==> src/rtl/pc_seq_pkg.sv <==
// Shared types and defaults for the instruction-cycle sequencer.
package pc_seq_pkg;

   localparam int unsigned PC_W_DEF = 8;
   localparam int unsigned IR_W_DEF = 12;
   localparam int unsigned STAGE_W  = 3;

   localparam logic [PC_W_DEF-1:0] RESET_PC_DEF = 8'h00;

   typedef enum logic [STAGE_W-1:0] {
      ST_LOAD    = 3'd0,
      ST_FETCH   = 3'd1,
      ST_DECODE  = 3'd2,
      ST_EXECUTE = 3'd3,
      ST_HALTED  = 3'd4
   } stage_e;

endpackage

==> src/rtl/pc_seq_incrementer.sv <==
// Combinational W-bit +1 with carry-out; carry marks the all-ones -> zero wrap.
module pc_incrementer #(
   parameter int unsigned W = 8
) (
   input  logic [W-1:0] a,
   output logic [W-1:0] sum,
   output logic         carry
);

   localparam int unsigned SW = W + 1;

   assign {carry, sum} = {1'b0, a} + SW'(1);

endmodule

==> src/rtl/pc_sequencer.sv <==
// Instruction-cycle controller: LOAD -> FETCH -> DECODE -> EXECUTE, owns pc and ir.
// Optional trap on pc wrap enabled by defining PC_WRAP_TRAP_EN.
module pc_sequencer
   import pc_seq_pkg::*;
#(
   parameter int unsigned    PC_W     = PC_W_DEF,
   parameter int unsigned    IR_W     = IR_W_DEF,
   parameter logic [PC_W-1:0] RESET_PC = PC_W'(RESET_PC_DEF)
) (
   input  logic                clk,
   input  logic                rst,
   input  logic                load_done,
   output logic                imem_req,
   output logic [PC_W-1:0]     imem_addr,
   input  logic [IR_W-1:0]     imem_data,
   input  logic                imem_valid,
   input  logic                jump_en,
   input  logic [PC_W-1:0]     jump_addr,
   input  logic                halt,
   output logic [PC_W-1:0]     pc,
   output logic [IR_W-1:0]     ir,
   output logic [STAGE_W-1:0]  stage
`ifdef PC_WRAP_TRAP_EN
   ,
   output logic                pc_wrap
`endif
);

   stage_e            state_q, state_d;
   logic [PC_W-1:0]   pc_d;
   logic [IR_W-1:0]   ir_d;
   logic              req_d;
   logic [PC_W-1:0]   pc_inc;
   logic              pc_carry;
`ifdef PC_WRAP_TRAP_EN
   logic              wrap_d;
`endif

   pc_incrementer #(.W(PC_W)) u_inc (
      .a     (pc),
      .sum   (pc_inc),
      .carry (pc_carry)
   );

   // Next-state, next-pc and next-ir decode.
   always_comb begin
      state_d = state_q;
      pc_d    = pc;
      ir_d    = ir;
`ifdef PC_WRAP_TRAP_EN
      wrap_d  = pc_wrap;
`endif
      unique case (state_q)
         ST_LOAD: begin
            if (load_done) state_d = ST_FETCH;
         end
         ST_FETCH: begin
            if (imem_valid) begin
               ir_d    = imem_data;
               state_d = ST_DECODE;
            end
         end
         ST_DECODE: begin
            state_d = ST_EXECUTE;
         end
         ST_EXECUTE: begin
            if (halt) begin
               state_d = ST_HALTED;
            end else if (jump_en) begin
               pc_d    = jump_addr;
               state_d = ST_FETCH;
            end else begin
`ifdef PC_WRAP_TRAP_EN
               if (pc_carry) begin
                  wrap_d  = 1'b1;
                  state_d = ST_HALTED;
               end else begin
                  pc_d    = pc_inc;
                  state_d = ST_FETCH;
               end
`else
               pc_d    = pc_carry ? '0 : pc_inc;
               state_d = ST_FETCH;
`endif
            end
         end
         ST_HALTED: begin
            state_d = ST_HALTED;
         end
         default: begin
            state_d = ST_LOAD;
         end
      endcase
      // Request is a registered decode of the FETCH state.
      req_d = (state_d == ST_FETCH);
   end

   always_ff @(posedge clk) begin
      if (rst) begin
         state_q  <= ST_LOAD;
         pc       <= RESET_PC;
         ir       <= '0;
         imem_req <= 1'b0;
`ifdef PC_WRAP_TRAP_EN
         pc_wrap  <= 1'b0;
`endif
      end else begin
         state_q  <= state_d;
         pc       <= pc_d;
         ir       <= ir_d;
         imem_req <= req_d;
`ifdef PC_WRAP_TRAP_EN
         pc_wrap  <= wrap_d;
`endif
      end
   end

   assign imem_addr = pc;
   assign stage     = STAGE_W'(state_q);

endmodule
==> config.mk <==
export PLATFORM = sky130hd
export DESIGN_NAME = pc_sequencer
export DESIGN_NICKNAME = d
export VERILOG_FILES = /design/src/rtl/pc_seq_pkg.sv /design/src/rtl/pc_seq_incrementer.sv /design/src/rtl/pc_sequencer.sv
export SDC_FILE = /design/constraint.sdc
export NUM_CORES = 1
export LEC_CHECK = 0
export CAP_MARGIN = 20
export CORE_UTILIZATION = 36
export DETAILED_ROUTE_END_ITERATION = 12
export PLACE_DENSITY_LB_ADDON = 0.3
export SYNTH_ARGS = -nofsm -noshare
export SYNTH_HDL_FRONTEND = slang
export SYNTH_SLANG_ARGS = --single-unit
==> constraint.sdc <==
create_clock -name clk -period 1.4 [get_ports clk]
set_clock_uncertainty 0.05 [all_clocks]
set_input_delay 0.14 -clock clk [delete_from_list [all_inputs] [get_ports clk]]
set_output_delay 0.14 -clock clk [all_outputs]
set_load 0.03 [all_outputs]
### Word level (Yosys, flattened, before mapping)

Cells that the tools add are included.

* register bits after elaboration: 24
* output and inout port bits: 32

* add/subtract/negate cells: 1
* eq/ne operators: 5
* muxes and demuxes: 6
* bitwise logic cells: 1
* reductions and logical operators: 3

Operators with widths (count)
* 8-bit 2-to-1 mux: 2
* 3-bit case mux with 5 select lines: 1
* 8-bit by 1-bit adder with 9-bit output, second input constant: 1
* 3-bit 2-to-1 mux: 3
* 3-bit by 1-bit == test with 1-bit output, second input constant: 2
* 3-bit by 2-bit == test with 1-bit output, second input constant: 2
* 2-bit AND reduction: 2
* 3-bit == test, second input constant: 1
* 3-bit zero test: 1
* 1-bit NOT: 1

### Logic depth before layout (Yosys ltp)

Gate-level depths: netlist (run 1).

* word-level depth: 3
* depth in mapped cells: 6

### By module

Synthesis (run 1) repeated with hierarchy kept, for this count alone.

* cell total of the unflattened synthesis: 138
* area, all modules: 1164.9 um^2

By module, submodules not included
* pc_sequencer: times used 1, cells an instance 120, area each 1043.5 um^2
* pc_incrementer: times used 1, cells an instance 18, area each 121.4 um^2

### Worst setup path before layout (run 1)

Ideal clock, no wire load.

* path kind: register to register
* start point: register pc[0], in the netlist imem_addr[0]
* end point: register pc[6], in the netlist imem_addr[6]
* library setup time: 0.132 ns
* arrival time: 1.407 ns
* data required time: 1.218 ns
* path slack: -0.189 ns
* cell stages (with the launch flop): 6
* buffers on the path: 0
* cell sequence: dfxtp_1 > ha_1 > and3_4 > a21oi_1 > o41ai_1 > a21oi_1

* word-level cells in the longest chain between the ends: 3

RTL lines
* start, declared: line pc_sequencer.sv:20 `output logic [PC_W-1:0] pc,`
* start signal, assigned: line pc_sequencer.sv:109 `pc <= pc_d;`
* 8-bit by 1-bit adder with 9-bit output: line pc_seq_incrementer.sv:12 `assign {carry, sum} = {1'b0, a} + SW'(1);`
* 8-bit 2-to-1 mux: line pc_sequencer.sv:82 `pc_d = pc_carry ? '0 : pc_inc;`
* 8-bit 2-to-1 mux: line pc_sequencer.sv:69 `end else if (jump_en) begin`

No other way between the ends.
A chain may end at the register's enable or synchronous reset.

### Worst setup path after layout (run 1)

* start point: register state_q[1], in the netlist stage[1]
* end point: output port stage[1]

RTL lines
* start, declared: line pc_sequencer.sv:29 `stage_e state_q, state_d;`
* start signal, assigned: line pc_sequencer.sv:108 `state_q <= state_d;`
* end, declared: line pc_sequencer.sv:22 `output logic [STAGE_W-1:0] stage`

No word-level cell between the ends.

==> results.toml, run 1 <==
[cts]
clk_pin_slew_ps = 120
cts_buffer_depth = 2
cts.htree.levels = 1
cts-root-buf = "clkbuf_4"
cts-buffers-inserted = 3
cts_tree = "done"
clkLatencyLatePin_ps = 310
clock_sinks = 24
postCtsHoldBufs = 0
post_cts_buffers = 0

[detailed_routing]
ant_nets = 0
drc = 0
routedWlPerCell_um = 12.31
routed_wl_um = 3103
drt_pass1_iterations = 4
drtIter0Drc = 33
via_per_inst = 4.889
num_vias = 1232

[power]
p_leak_nw = 0.7663
peakVddDrop_mv = 0.4172
p_per_area_nw_per_um2 = 714.1

[floorplan]
fp.dieW_um = 60.39
die_area_um2 = 3647
start_util = 0.3893
rows = 20
core_um2 = 3153
die_h_um = 60.39
boundaryPins = 58

[timing]
period_needed_ps = 1346
finalCritPeriodShare = 0.9617
fmax_ghz = 0.7427
setup_violations = 0
worst_pin_slew_ps = 316.5
slew_headroom = 0.7883
hold_viol_final = 0
final_max_slew_viol_count = 0
rsz0062_at_grt = "yes"
setup_ws_ps = 53.61

[yosys]
yosysTopAreaCell = "dfxtp_1"
ys_ff_latch = 24
synthArstFlopShare = 0
synth_seq_area_share = 0.3914
yosys_warnings = 0
synth_top_flop_cell = "dfxtp_1"
synthCells = 150
synth_edf_count = 0
yosysUniqueCellTypes = 44
netlist_area_um2 = 1227
synth.avg_cell_area_um2 = 8.183
synth_area_leaders = "dfxtp_1 39%, nand2_1 9.8%, a21oi_1 6.9%"
synth_top_area_share = 0.3914
syn-num-nets = 177

[setup_path]
critPathMaxStageDelay_ps = 430
cp_data_required_time_ps = 1210
crit_buf_inv = 1
cp.arrival_ps = 1160
cp-end-kind = "output pin"
worst_path_max_delay_cell = "dfxtp_2"
cp_top_family = "flip-flops"
cp_cell_sequence = "dlygate4sd2_1"
start_kind = "flip-flop"
crit_fanout = 9
worstSetupPathType = "reg -> out"

[place]
dp_hpwl_um = 2343
preCtsSetupSlack_ps = -218.1
io_buffers = 57
place_congestion = 0.8263

[layout]
area_growth_pct = 51.07
layout-drive-gt1-share = 0.1875
diodes = 0
layout.nets = 236
multiInputGateArea_um2 = 640.6
fin_util = 0.5881
seqCellArea_um2 = 499.2
fillers = 308

[grt]
grt_pass1_vias = 1152
overflow = 0
grt_pass1_wl_um = 4781
grt_usage = 0.1746
grt_max_degree = 23
antenna_found_initial = 0

[outcome]
outcome = "complete, no violations"

[flow_run]
max_cap_violations = 0

[min_path]
hp-class = "in -> reg"
==> metal layers <==
| metal | global-route usage | share of wire |
|---|---|---|
| met1 | 0.2031 | 0.43 |
| met4 | 0.06312 | 0.0035 |
| met3 | 0.02559 | 0.053 |
| met2 | 0.3218 | 0.52 |
| met5 | 0 | 0 |
==> Yosys cell counts, types with 2 or more instances <==
cell / n
buf_4: 10
a22oi_1: 2
mux2i_1: 2
buf_6: 2
a21oi_1: 17
a31oi_1: 2
nand2b_1: 3
o21ai_0: 4
clkbuf_1: 2
nor3_1: 2
dfxtp_1: 24
nand3_1: 5
inv_1: 2
nor2_1: 11
nand2_1: 32
o22ai_1: 2
==> report_power, final <==
group	internal (mW)	switching, mW
Sequential	0.707	0.0234
Clock	0.111	0.199
Combinational	0.138	0.146
Total	0.956	0.368
==> stage by stage <==
step | cells | area (um2) | TNS (ps) | hold slack (ps) | power [mW]
after floorplan | 150 | 1256 | 0 | 148.6 | 0.9008
after global placement | 248 | 1857 | -1444 | 392.6 | 1.043
after detailed placement | 248 | 1857 | -2158 | 403.4 | 1.050
after CTS | 252 | 1859 | 0 | 309.9 | 1.342
after global routing | 252 | 1854 | -11.52 | 304.8 | 1.395
final | 252 | 1854 | 0 | 320.3 | 1.324
==> placed cells by master, fill, tap and decap left out, types with 2 or more instances in the layout <==
cell,instances
a21oi_1,17
a22oi_1,2
a31oi_1,2
buf_4,14
clkbuf_2,4
clkbuf_4,3
clkdlybuf4s15_1,4
clkdlybuf4s50_1,25
dfxtp_1,15
dfxtp_2,6
dfxtp_4,3
dlygate4sd2_1,24
inv_1,2
mux2i_1,2
nand2_1,32
nand2b_1,3
nand3_1,5
nor2_1,11
nor3_1,2
o21ai_0,4
o22ai_1,2
==> final cells by class <==
type | count | area share
well taps | 44 | 0.02969
repair buffers | 71 | 0.3374
clock buffers | 4 | 0.01417
multi-input cells | 107 | 0.3455
inverters | 2 | 0.004049
flip-flops and latches | 24 | 0.2692
==> final timing paths <==
kind,slack (ps),cells past startpoint,end,start
hold / removal,320,3,ir[2]$_SDFFE_PP0P_,imem_data[2]
setup reg to reg,60,5,imem_addr[0]$_SDFFE_PP0N_,imem_addr[1]$_SDFFE_PP0N_
setup / recovery,50,1,stage[1],stage[1]$_SDFF_PP0_
hold reg to reg,410,2,ir[5]$_SDFFE_PP0P_,ir[5]$_SDFFE_PP0P_
==> kinds of logic after synthesis <==
kind of cell | Yosys count | share of synthesized area
muxes | 2 | 0.01631
and+or+nand+nor | 66 | 0.2661
AOI/OAI and AO/OA | 38 | 0.2039
buffers and inverters | 19 | 0.1121
DFF | 24 | 0.3914
adders and majority gates | 1 | 0.01019
==> flip-flops by register name (all words and copies together), names as in the netlist <==
signal     flops
ir            12
imem_addr      8
stage          3
imem_req       1
==> what timing repair did <==
action	CTS	global route
gates cloned	0	0
gates resized for setup	37	11
setup endpoints to repair	34	13
pin swaps	1	1
Power figures use the tool's default switching activity.
==> inputs of run 2 (changes only) <==
--- a/config.mk
+++ b/config.mk
@@ -9,6 +9,7 @@
 export CORE_UTILIZATION = 36
 export DETAILED_ROUTE_END_ITERATION = 12
 export PLACE_DENSITY_LB_ADDON = 0.3
+export SKIP_CTS_REPAIR_TIMING = 1
 export SYNTH_ARGS = -nofsm -noshare
 export SYNTH_HDL_FRONTEND = slang
 export SYNTH_SLANG_ARGS = --single-unit
==> results.toml, run 2 (synthesis results as in run 1) <==
[layout]
diodes = 0
layout.nets = 236
multiInputGateArea_um2 = 640.6
area_growth_pct = 61.88
seqCellArea_um2 = 501.7
final_cell_mix = "32 x nand2_1, 32 x dlymetal6s2s_1, 25 x clkdlybuf4s50_1, 17 x a21oi_1, 15 x dfxtp_1"
fin_area_um2 = 1987
regMostFlops = "ir"
fin_util = 0.6302
fillers = 293
largest_reg_flops = 12
layout-drive-gt1-share = 0.1683

[power]
p_per_area_nw_per_um2 = 676.8
p_total_mw = 1.345
peakVddDrop_mv = 0.4160
p_leak_nw = 1.224

[setup_path]
r2r_cells = 5
cp-end-kind = "flip-flop"
cp_data_required_time_ps = 1580
crit_fanout = 5
r2r_slack_ps = 60
r2r_end = "imem_addr[0]$_SDFFE_PP0N_"
cp.arrival_ps = 1520
worstSetupPathType = "reg -> reg"
regToRegStartpoint = "imem_addr[1]$_SDFFE_PP0N_"
start_kind = "flip-flop"

[cts]
cts.htree.levels = 1
cts_buffer_depth = 2
cts_tree = "done"
cts-buffers-inserted = 3
clk_pin_slew_ps = 130
clock_sinks = 24
clkLatencyLatePin_ps = 310
cts-root-buf = "clkbuf_4"

[floorplan]
die_area_um2 = 3647
die_h_um = 60.39
rows = 20
start_util = 0.3893
boundaryPins = 58
core_um2 = 3153
fp.dieW_um = 60.39

[detailed_routing]
routedWlPerCell_um = 12.64
drc = 0
drt_pass1_iterations = 4
ant_nets = 0
routed_wl_um = 3186
via_per_inst = 4.913
drtIter0Drc = 44
num_vias = 1238

[grt]
grt_pass1_vias = 1161
grt_max_degree = 23
overflow = 0
antenna_found_initial = 0
grt_usage = 0.1746
grt_pass1_wl_um = 4802

[timing]
hold_viol_final = 0
slew_headroom = 0.7758
finalSetupTns_ps = 0
rsz0062_at_grt = "no"
hold_slack_ps = 317.4
worst_pin_slew_ps = 335.8
fmax_ghz = 0.7465
period_needed_ps = 1340
final_max_slew_viol_count = 0
finalCritPeriodShare = 0.9569
setup_violations = 0

[flow_run]
max_cap_violations = 0

[min_path]
hp-class = "in -> reg"
holdCritStartpoint = "imem_data[6]"
whs_path_depth = 3
hold_end = "ir[6]$_SDFFE_PP0P_"

[place]
dp_hpwl_um = 2343
place_congestion = 0.8263
io_buffers = 57
detailed_place.area_um2 = 1857

[outcome]
outcome = "complete, no violations"
-- run 2: cell count changes in the layout (fill, tap and decap cells not counted) --
cell,before,now
clkbuf_2,4,0
dlygate4sd2_1,24,0
clkdlybuf4s15_1,4,0
dfxtp_4,3,4
dlymetal6s2s_1,0,32
dfxtp_2,6,5
-- run 2: layout make-up --
type | instances | area share
Multi-Input combinational cell | 107 | 0.3224
Inverter | 2 | 0.003778
Timing Repair Buffer | 71 | 0.3804
Sequential cell | 24 | 0.2525
Tap cell | 44 | 0.02771
Clock buffer | 4 | 0.01322
-- run 2: power by group --
| part | switching [mW] | internal [mW] | leakage (nW) | total (mW) |
|---|---|---|---|---|
| clock network | 0.204 | 0.111 | 0.0150 | 0.315 |
| registers | 0.0233 | 0.705 | 0.200 | 0.728 |
| logic | 0.147 | 0.154 | 1.01 | 0.301 |
| total | 0.374 | 0.970 | 1.22 | 1.34 |
-- run 2: metrics by stage --
| stage | instances | setup slack [ps] |
|---|---|---|
| after CTS | 252 | -297.8 |
| after detailed placement | 248 | -218.1 |
| final | 252 | 60.35 |
| after floorplan | 150 | 19.28 |
| after global routing | 252 | 1.015 |
| after global placement | 248 | -130.4 |
-- run 2: routing by layer --
metal  share of wire  vias up  global-route usage
met3           0.055        2             0.02559
met2            0.52       39              0.3203
met1            0.42      567              0.2071
li1                -      630                   -
met5               0        -                   0
met4          0.0035        0             0.05648
-- run 2: worst max-delay path by stage --
stage,startpoint,endpoint,slack (ps)
after floorplan,imem_addr[1]$_SDFFE_PP0N_,imem_addr[0]$_SDFFE_PP0N_,20
after global placement,halt,imem_addr[3]$_SDFFE_PP0N_,-130
after detailed placement,jump_en,imem_addr[2]$_SDFFE_PP0N_,-220
after CTS,imem_addr[1]$_SDFFE_PP0N_,imem_addr[1],-300
after global routing,stage[2]$_SDFF_PP0_,imem_addr[2]$_SDFFE_PP0N_,1
final,imem_addr[1]$_SDFFE_PP0N_,imem_addr[0]$_SDFFE_PP0N_,60
-- run 2: critical path, stage by stage, from the launching register on --
cell,delay [ps]
dfxtp_4,380
ha_4,160
and3_4,200
a41oi_4,180
nand2b_1,100
a311oi_2,190
